==> src/rtl/toggle_data_rx_if.sv <==
// toggle_data_rx_if: bundles the toggle-qualified read-data input, the
// show-ahead consumer handshake and the status/clear signals of
// toggle_data_rx.
//   master : source/consumer side (drives data_toggle, rd_data, rready, clr_overflow)
//   slave  : receiver side (drives rvalid, rdata, level, overflow, rx_count)
interface toggle_data_rx_if #(
  parameter int DATA_W = 32,
  parameter int DEPTH  = 4
);
  localparam int LW = $clog2(DEPTH) + 1;

  logic              data_toggle;
  logic [DATA_W-1:0] rd_data;
  logic              rvalid;
  logic [DATA_W-1:0] rdata;
  logic              rready;
  logic [LW-1:0]     level;
  logic              overflow;
  logic              clr_overflow;
  logic [15:0]       rx_count;

  modport master (
    output data_toggle, rd_data, rready, clr_overflow,
    input  rvalid, rdata, level, overflow, rx_count
  );

  modport slave (
    input  data_toggle, rd_data, rready, clr_overflow,
    output rvalid, rdata, level, overflow, rx_count
  );
endinterface

==> src/rtl/toggle_data_rx.sv <==
// toggle_data_rx: captures one rd_data word per level change of data_toggle
// into a small show-ahead buffer drained with an rvalid/rready handshake.
// Tracks occupancy, a sticky overflow flag for dropped words and a
// wrapping 16-bit count of accepted words.
// Ports:
//   Clk  - system clock, rising edge
//   Rst  - asynchronous active-low reset
//   bus  - toggle_data_rx_if.slave (data_toggle, rd_data, rready,
//          clr_overflow in; rvalid, rdata, level, overflow, rx_count out)
// Build option: define TOGGLE_RX_SYNC_EN to pass data_toggle through a
// two-flop synchroniser (toggle-to-rvalid latency 3 cycles instead of 1).
//
// Occupancy FSM:
//   state      | meaning
//   ST_EMPTY   | level == 0, rvalid low, rdata forced to zero
//   ST_PARTIAL | 0 < level < DEPTH
//   ST_FULL    | level == DEPTH, a push without a same-cycle pop is dropped
module toggle_data_rx #(
  parameter int DATA_W = 32,
  parameter int DEPTH  = 4
) (
  input logic             Clk,
  input logic             Rst,
  toggle_data_rx_if.slave bus
);
  localparam int AW = $clog2(DEPTH);
  localparam int LW = AW + 1;
  localparam logic [LW-1:0] LVL_FULL = LW'(DEPTH);
  localparam logic [LW-1:0] LVL_LAST = LW'(DEPTH - 1);
  localparam logic [LW-1:0] LVL_ONE  = LW'(1);

  typedef enum logic [1:0] {ST_EMPTY, ST_PARTIAL, ST_FULL} occ_t;

  occ_t              occ_st;
  logic              toggle_s;
  logic              tog_q;
  logic              tog_edge;
  logic              push;
  logic              pop;
  logic              full;
  logic [AW-1:0]     wptr;
  logic [AW-1:0]     rptr;
  logic [LW-1:0]     level_q;
  logic              overflow_q;
  logic [15:0]       rx_count_q;
  logic [DATA_W-1:0] mem [DEPTH];

`ifdef TOGGLE_RX_SYNC_EN
  logic sync1_q;
  logic sync2_q;

  always_ff @(posedge Clk or negedge Rst) begin
    if (!Rst) begin
      sync1_q <= 1'b0;
      sync2_q <= 1'b0;
    end else begin
      sync1_q <= bus.data_toggle;
      sync2_q <= sync1_q;
    end
  end

  assign toggle_s = sync2_q;
`else
  assign toggle_s = bus.data_toggle;
`endif

  assign tog_edge = toggle_s ^ tog_q;
  assign full     = (occ_st == ST_FULL);
  assign pop      = (occ_st != ST_EMPTY) && bus.rready;
  // A full buffer still takes the new word when the head leaves this cycle.
  assign push     = tog_edge && (!full || pop);

  always_ff @(posedge Clk) begin
    if (push) mem[wptr] <= bus.rd_data;
  end

  always_ff @(posedge Clk or negedge Rst) begin
    if (!Rst) begin
      tog_q      <= 1'b0;
      wptr       <= '0;
      rptr       <= '0;
      level_q    <= '0;
      occ_st     <= ST_EMPTY;
      overflow_q <= 1'b0;
      rx_count_q <= '0;
    end else begin
      tog_q <= toggle_s;
      if (push) begin
        wptr       <= wptr + AW'(1);
        rx_count_q <= rx_count_q + 16'd1;
      end
      if (pop) rptr <= rptr + AW'(1);

      if (push && !pop)      level_q <= level_q + LVL_ONE;
      else if (pop && !push) level_q <= level_q - LVL_ONE;

      // Set wins over a simultaneous clear.
      if (tog_edge && !push)      overflow_q <= 1'b1;
      else if (bus.clr_overflow)  overflow_q <= 1'b0;

      case (occ_st)
        ST_EMPTY:   if (push) occ_st <= ST_PARTIAL;
        ST_PARTIAL: begin
          if (push && !pop && level_q == LVL_LAST)     occ_st <= ST_FULL;
          else if (pop && !push && level_q == LVL_ONE) occ_st <= ST_EMPTY;
        end
        ST_FULL:    if (pop && !push) occ_st <= ST_PARTIAL;
        default:    occ_st <= ST_EMPTY;
      endcase
    end
  end

  assign bus.rvalid   = (occ_st != ST_EMPTY);
  assign bus.rdata    = bus.rvalid ? mem[rptr] : '0;
  assign bus.level    = level_q;
  assign bus.overflow = overflow_q;
  assign bus.rx_count = rx_count_q;

  logic unused_full_lvl;
  assign unused_full_lvl = ^LVL_FULL;
endmodule

==> src/flat_wrapper.sv <==
// flat-port wrapper written by rule: the top's interface ports become plain ports
module toggle_data_rx_flat 
#(
  parameter int DATA_W = 32,
  parameter int DEPTH  = 4
)
  (Clk, Rst, bus_data_toggle, bus_rd_data, bus_rready, bus_clr_overflow, bus_rvalid, bus_rdata, bus_level, bus_overflow, bus_rx_count);
  toggle_data_rx_if #(.DATA_W(DATA_W), .DEPTH(DEPTH)) bus_i ();
  input logic Clk;
  input logic Rst;
  input wire logic [$bits(bus_i.data_toggle)-1:0] bus_data_toggle;
  input wire logic [$bits(bus_i.rd_data)-1:0] bus_rd_data;
  input wire logic [$bits(bus_i.rready)-1:0] bus_rready;
  input wire logic [$bits(bus_i.clr_overflow)-1:0] bus_clr_overflow;
  output wire logic [$bits(bus_i.rvalid)-1:0] bus_rvalid;
  output wire logic [$bits(bus_i.rdata)-1:0] bus_rdata;
  output wire logic [$bits(bus_i.level)-1:0] bus_level;
  output wire logic [$bits(bus_i.overflow)-1:0] bus_overflow;
  output wire logic [$bits(bus_i.rx_count)-1:0] bus_rx_count;
  assign bus_i.data_toggle = bus_data_toggle;
  assign bus_i.rd_data = bus_rd_data;
  assign bus_i.rready = bus_rready;
  assign bus_i.clr_overflow = bus_clr_overflow;
  assign bus_rvalid = bus_i.rvalid;
  assign bus_rdata = bus_i.rdata;
  assign bus_level = bus_i.level;
  assign bus_overflow = bus_i.overflow;
  assign bus_rx_count = bus_i.rx_count;
  toggle_data_rx #(.DATA_W(DATA_W), .DEPTH(DEPTH)) u_core (.Clk(Clk), .Rst(Rst), .bus(bus_i));
endmodule
==> config.mk <==
export PLATFORM = sky130hd
export DESIGN_NAME = toggle_data_rx_flat
export DESIGN_NICKNAME = d
export VERILOG_FILES = /design/src/rtl/toggle_data_rx_if.sv /design/src/rtl/toggle_data_rx.sv /design/src/flat_wrapper.sv
export SDC_FILE = /design/constraint.sdc
export NUM_CORES = 1
export LEC_CHECK = 0
export CAP_MARGIN = 0
export CORE_MARGIN = 1.5
export CORE_UTILIZATION = 49
export CTS_CLUSTER_DIAMETER = 50
export DETAILED_ROUTE_END_ITERATION = 10
export PLACE_DENSITY_LB_ADDON = 0.2
export SLEW_MARGIN = 20
export SYNTH_ARGS = -nofsm -noshare
export SYNTH_HDL_FRONTEND = slang
export SYNTH_SLANG_ARGS = --single-unit
==> constraint.sdc <==
create_clock -name Clk -period 2.25 [get_ports Clk]
set_input_delay 0.3375 -clock Clk [delete_from_list [all_inputs] [get_ports Clk]]
set_output_delay 0.3375 -clock Clk [all_outputs]
set_load 0.05 [all_outputs]
Word level (Yosys, flattened, before mapping):

Memory sizes are Yosys's and may differ from the RTL's.
Index checks and enable logic that the tools add are counted.

* output and inout port bits: 53
* logic and storage cells: 49
* input port bits: 37
* register bits after elaboration: 27
* memories: 1
* memory bits (writable): 128

* muxes and demuxes: 12
* reduce and logical (&&, ||, !) cells: 16
* bitwise gates (word level): 1
* $add $sub $neg: 5
* equal/unequal tests: 7

Memories
* u_core.mem: words 4, bits a word 32, rd ports 1, clocked after memory_dff 0, wr ports 1, line toggle_data_rx.sv:46 `logic [DATA_W-1:0] mem [DEPTH];`

Operators with widths (count)
* 32-bit 2-to-1 mux: 1
* 16-bit by 1-bit adder with 16-bit output, second input constant: 1
* 2-bit 2-to-1 mux: 4
* 1-bit logical AND: 7
* 3-bit 2-to-1 mux: 2
* 2-bit one-hot mux with 3 select lines: 1
* 2-bit nonzero test: 3
* 2-bit by 1-bit adder with 2-bit output, second input constant: 2
* 1-bit 2-to-1 mux: 4
* 3-bit by 1-bit adder with 3-bit output, second input constant: 1
* 3-bit by 1-bit equality test with 1-bit output, second input constant: 1
* 3-bit by 2-bit equality test with 1-bit output, second input constant: 1
* 1-bit logical NOT: 3
* 3-bit by 1-bit != test with 1-bit output, second input constant: 1
* 3-bit AND reduction: 1
* 3-bit by 1-bit subtractor with 3-bit output, second input constant: 1
* 2-bit by 1-bit equality test with 1-bit output, second input constant: 1
* 2-bit equality test, second input constant: 1
* 2-bit logical NOT: 1
* 2-bit by 1-bit != test with 1-bit output, second input constant: 1
* 2-bit != test, second input constant: 1
* 1-bit logical OR: 1
* 1-bit XOR: 1

Logic depth before layout (Yosys ltp):

* depth in word-level cells: 10
* mapped depth: 6
* mapped depth without buffers: 6

Least setup slack after synthesis:

Ideal clock, no wire load.

* kind: reg-to-reg
* from: register u_core.tog_q
* to: memory u_core.mem[0][0], enable pin
* data arrival time: 1.881 ns
* setup slack: -0.023 ns
* required time: 1.858 ns
* path buffers: 2
* cell stages (with the launch flop): 6
* path through: dfrtp_1 xnor2_1 buf_6 nor2_1 buf_4 and2_1

* longest elaborated chain between the ends: 4

RTL lines
* start: declaration: line toggle_data_rx.sv:36 `logic tog_q;`
* start signal: assignment: line toggle_data_rx.sv:87 `tog_q <= toggle_s;`
* 1-bit XOR: line toggle_data_rx.sv:67 `assign tog_edge = toggle_s ^ tog_q;`
* 1-bit logical AND: line toggle_data_rx.sv:71 `assign push = tog_edge && (!full || pop);`
* 1-bit 2-to-1 mux: line toggle_data_rx.sv:74 `if (push) mem[wptr] <= bus.rd_data;`
* 1-bit 2-to-1 mux (implied by the code): line toggle_data_rx.sv:74
* end: declaration: line toggle_data_rx.sv:46

No other way between the ends.

Worst setup path in the final report:

* from: register u_core.rptr[0]
* to: output port bus_rdata[1]

* longest elaborated chain between the ends: 2

RTL lines
* start: declaration: line toggle_data_rx.sv:42 `logic [AW-1:0] rptr;`
* start signal: assignment: line toggle_data_rx.sv:92 `if (pop) rptr <= rptr + AW'(1);`
* memory 4 x 32 bit
* 32-bit 2-to-1 mux: line toggle_data_rx.sv:114 `assign bus.rdata = bus.rvalid ? mem[rptr] : '0;`
* end: declaration: line flat_wrapper.sv:16 `output wire logic [$bits(bus_i.rdata)-1:0] bus_rdata;`

No other way between the ends.

==> parameters.txt <==
Parameter                              Value

Clock network
  Clock root buffer master ... clkbuf_16
  Cts bufs inserted ... 17
  Clock latency of the later-clocked register in the worst-skew pair ... 420 ps
  Max Root-Sink Buffers ... 2
  H-tree levels ... 4
  Clock slew at reported path FFs ... 60 ps
  CTS tree ... done
  Clk sinks ... 155
  Hold-fix buffer count after cts ... 0

Synthesis
  Synthesized netlist net count ... 374
  Post-synthesis instance area ... 6207 µm²
  Per-instance average area after synthesis ... 18.92 µm²
  Yosys Warn Count ... 0
  Synthesized netlist cell count ... 328
  Flops & latches, synth ... 155
  Number of distinct library cells after synthesis ... 33
  Sequential element share of the synthesized area ... 72.81%

Place
  Final weighted congestion of routability-driven global placement ... 0.7504
  Post-DP HPWL ... 6907 µm
  Count of buffers from port buffering ... 89

Routing
  Vias ... 3287
  DRC viols ... 0
  Post-DRT Antenna Nets ... 0
  Number of DRC markers in iteration 0 ... 129
  First drt pass iteration count ... 5
  Routed length per instance ... 18.83 µm
  Average via count per standard cell ... 5.242
  Wirelength, routed ... 11810 µm

STA
  Max_slew headroom ... 66.37%
  Hold Vio Cnt, Final ... 0
  Final max-slew violation count ... 0
  Unrepaired setup endpoints after global routing ... yes
  Fin Hold WS ... 308.1 ps
  Timing-limited maximum frequency ... 439.6 MHz
  Final setup skew ... 10.60 ps
  Post-layout minimum cycle time ... 2275 ps
  Number of setup violations in the final report ... 19
  Slack of the critical path ... -24.91 ps
  Transition time at the pin with the least slew margin ... 502.9 ps
  Portion of the clock cycle consumed by the worst path in the final layout ... 101.1%

Critical path
  Data arrival at the endpoint of the critical path ... 1940 ps
  Nature of the critical path startpoint ... flop
  R2r endpoint ... u_core.mem[0][27]
  RR Startpoint ... u_core.occ_st[1]
  Number of cells traversed by the worst register-to-register path ... 4
  Worst R2R Setup Slack ... 450 ps
  Start-to-end type of the worst setup path ... flop to primary output
  Required @ worst endpoint ... 1910 ps
  Max Fanout on Critical Path ... 6
  Crit. End Element ... primary output

Floorplanning
  Height of the chip ... 115.6 µm
  Die area ... 13350 µm²
  Initial standard-cell utilization of the core ... 51.04%
  I/O pin count ... 90
  Floorplan Core Area ... 12160 µm²
  Std cell rows ... 40
  Overall die width ... 115.6 µm

Global routing
  Maximum number of pins on one net before global-route repair ... 37
  Overflow left after global routing ... 0
  Global-route wire length before repair ... 18010 µm
  GRT Resource Usage Total ... 18.70%
  Via count of the first global-routing pass ... 3358
  Antenna violations before repair ... 0

Power
  Sequential cell fraction of total power ... 31.3%
  Cell Pwr Density ... 1547 nW/µm²
  Net switching power ... 4804 µW
  Maximum vdd ir drop ... 1.339 mV
  Static leakage power ... 0.003002 µW
  Proportion of total power due to net switching ... 37.39%
  Internal Power ... 8043 µW
  Clock power frac ... 19.9%
  Comb pwr share ... 48.8%

Layout
  Layout Utilization ... 68.29%
  Share of final-layout standard cells stronger than drive strength 1 ... 35.51%
  Most common library cell in the layout ignoring fill and taps ... edfxtp_1
  Antenna diode count ... 0
  Net total in the final layout ... 492
  Layout overhead on the synthesized area ... 33.80%
  Most frequent cells in the layout ... 128 x edfxtp_1, 56 x clkdlybuf4s50_1, 32 x mux4_2, 32 x and2_4, 31 x buf_6

Job
  Number of max-capacitance violations reported ... 0

Hold path
  Worst Hold Class ... primary input to asynchronous set/reset pin

Status
  Status ... finished, violations left
  Violations in the final reports ... negative setup slack
-- routing by layer --
| metal | up-vias | track usage, % | part of all wire [%] |
|---|---|---|---|
| li1 | 1502 | - | - |
| met1 | 1689 | 25.20 | 43 |
| met2 | 90 | 29.66 | 51 |
| met3 | 6 | 5.230 | 4.4 |
| met4 | 0 | 6.584 | 0.84 |
| met5 | - | 0 | 0 |
-- worst max-delay path by stage --
stage / from / to / slack [ps]
after floorplan: u_core.occ_st[0] / bus_rdata[22] / 40
after global placement: bus_data_toggle / u_core.mem[1][28] / 200
after detailed placement: bus_data_toggle / u_core.mem[0][28] / 120
after CTS: u_core.rptr[0] / bus_rdata[27] / -60
after global routing: u_core.rptr[0] / bus_rdata[1] / -100
final: u_core.rptr[0] / bus_rdata[1] / -20
-- synth_stat cells --
cell type	instances	area share [%]
edfxtp_1	128	62
and2_1	36	3.6
mux4_2	32	12
dfrtp_1	27	11
xnor2_1	18	2.5
nand2_1	13	0.79
ha_1	9	1.8
clkbuf_1	7	0.42
inv_1	7	0.42
nand3_1	7	0.56
o21ai_0	6	0.48
buf_2	5	0.40
nand4_1	5	0.50
xor2_1	4	0.56
nor2_1	3	0.18
a21oi_1	2	0.16
and3_1	2	0.20
and4_1	2	0.28
buf_4	1	0.12
buf_6	1	0.18
mux2_2	1	0.18
mux2i_1	1	0.16
nand2b_1	1	0.10
nand3b_1	1	0.12
nor3_1	1	0.081
nor3b_4	1	0.30
nor4_4	1	0.34
nor4b_4	1	0.38
o21a_1	1	0.12
o22a_1	1	0.14
o2bb2ai_1	1	0.14
o41ai_1	1	0.14
or2_2	1	0.10
-- metrics by stage --
stage	total power [µW]	worst slack (ps)	instance area, µm²	setup TNS, ps	std cells
global placement	9291	198.1	7421	0	587
CTS	12940	-62.51	8299	-1089	626
detailed placement	9355	115.4	7421	0	587
floorplan	7592	37.52	6212	0	328
global route	13400	-98.83	8305	-1969	627
finish	12850	-24.91	8305	-247.7	627
-- worst max-delay path, cell delays in order (launching register included) --
cell	delay [ps]
dfrtp_2	420
buf_12	130
buf_12	130
mux4_2	520
and2_4	180
buf_12	140
-- area by class of cell --
class	count	area, µm²
fill	804	3856
clock inverter	15	116.4
multi-input combinational	153	1688
inverter	7	26.28
sequential	155	4522
tap	168	210.2
timing repair buffer	112	1318
clock buffer	17	425.4
-- state kept, by name, summed over array words and instances (netlist names) --
name	cells
u_core.bus.rx_count	16
u_core.tog_q	1
u_core.mem	128
u_core.occ_st	2
u_core.wptr	2
u_core.rptr	2
u_core.bus.overflow	1
u_core.bus.level	3
-- power by group through the flow --
stage	combinational (µW)	clock (µW)	sequential (µW)
after floorplan	3290	0	4300
after global placement	5250	0	4040
after detailed placement	5290	0	4070
after CTS	6310	2610	4020
after global routing	6600	2720	4080
final	6270	2560	4030
-- cell families (layout without fill, tap and decap cells) --
kind of cell               after synthesis  after routing  share of synthesized area [%]
muxes                                   34             34                          11.95
xor gates and xnor gates                22             22                          3.104
DFF                                    155            155                          72.81
adders and majority gates                9              9                          1.814
AOI/OAI and AO/OA                       12             12                          1.189
buffers and inverters                   21            151                          1.552
and+or+nand+nor                         75             76                          7.579
-- what timing repair did --
action,in CTS,in global routing
resized for setup,70,1
setup endpoints to repair,32,32
setup buffers,4,0
gates cloned,3,2
Power figures use the tool's default switching activity.
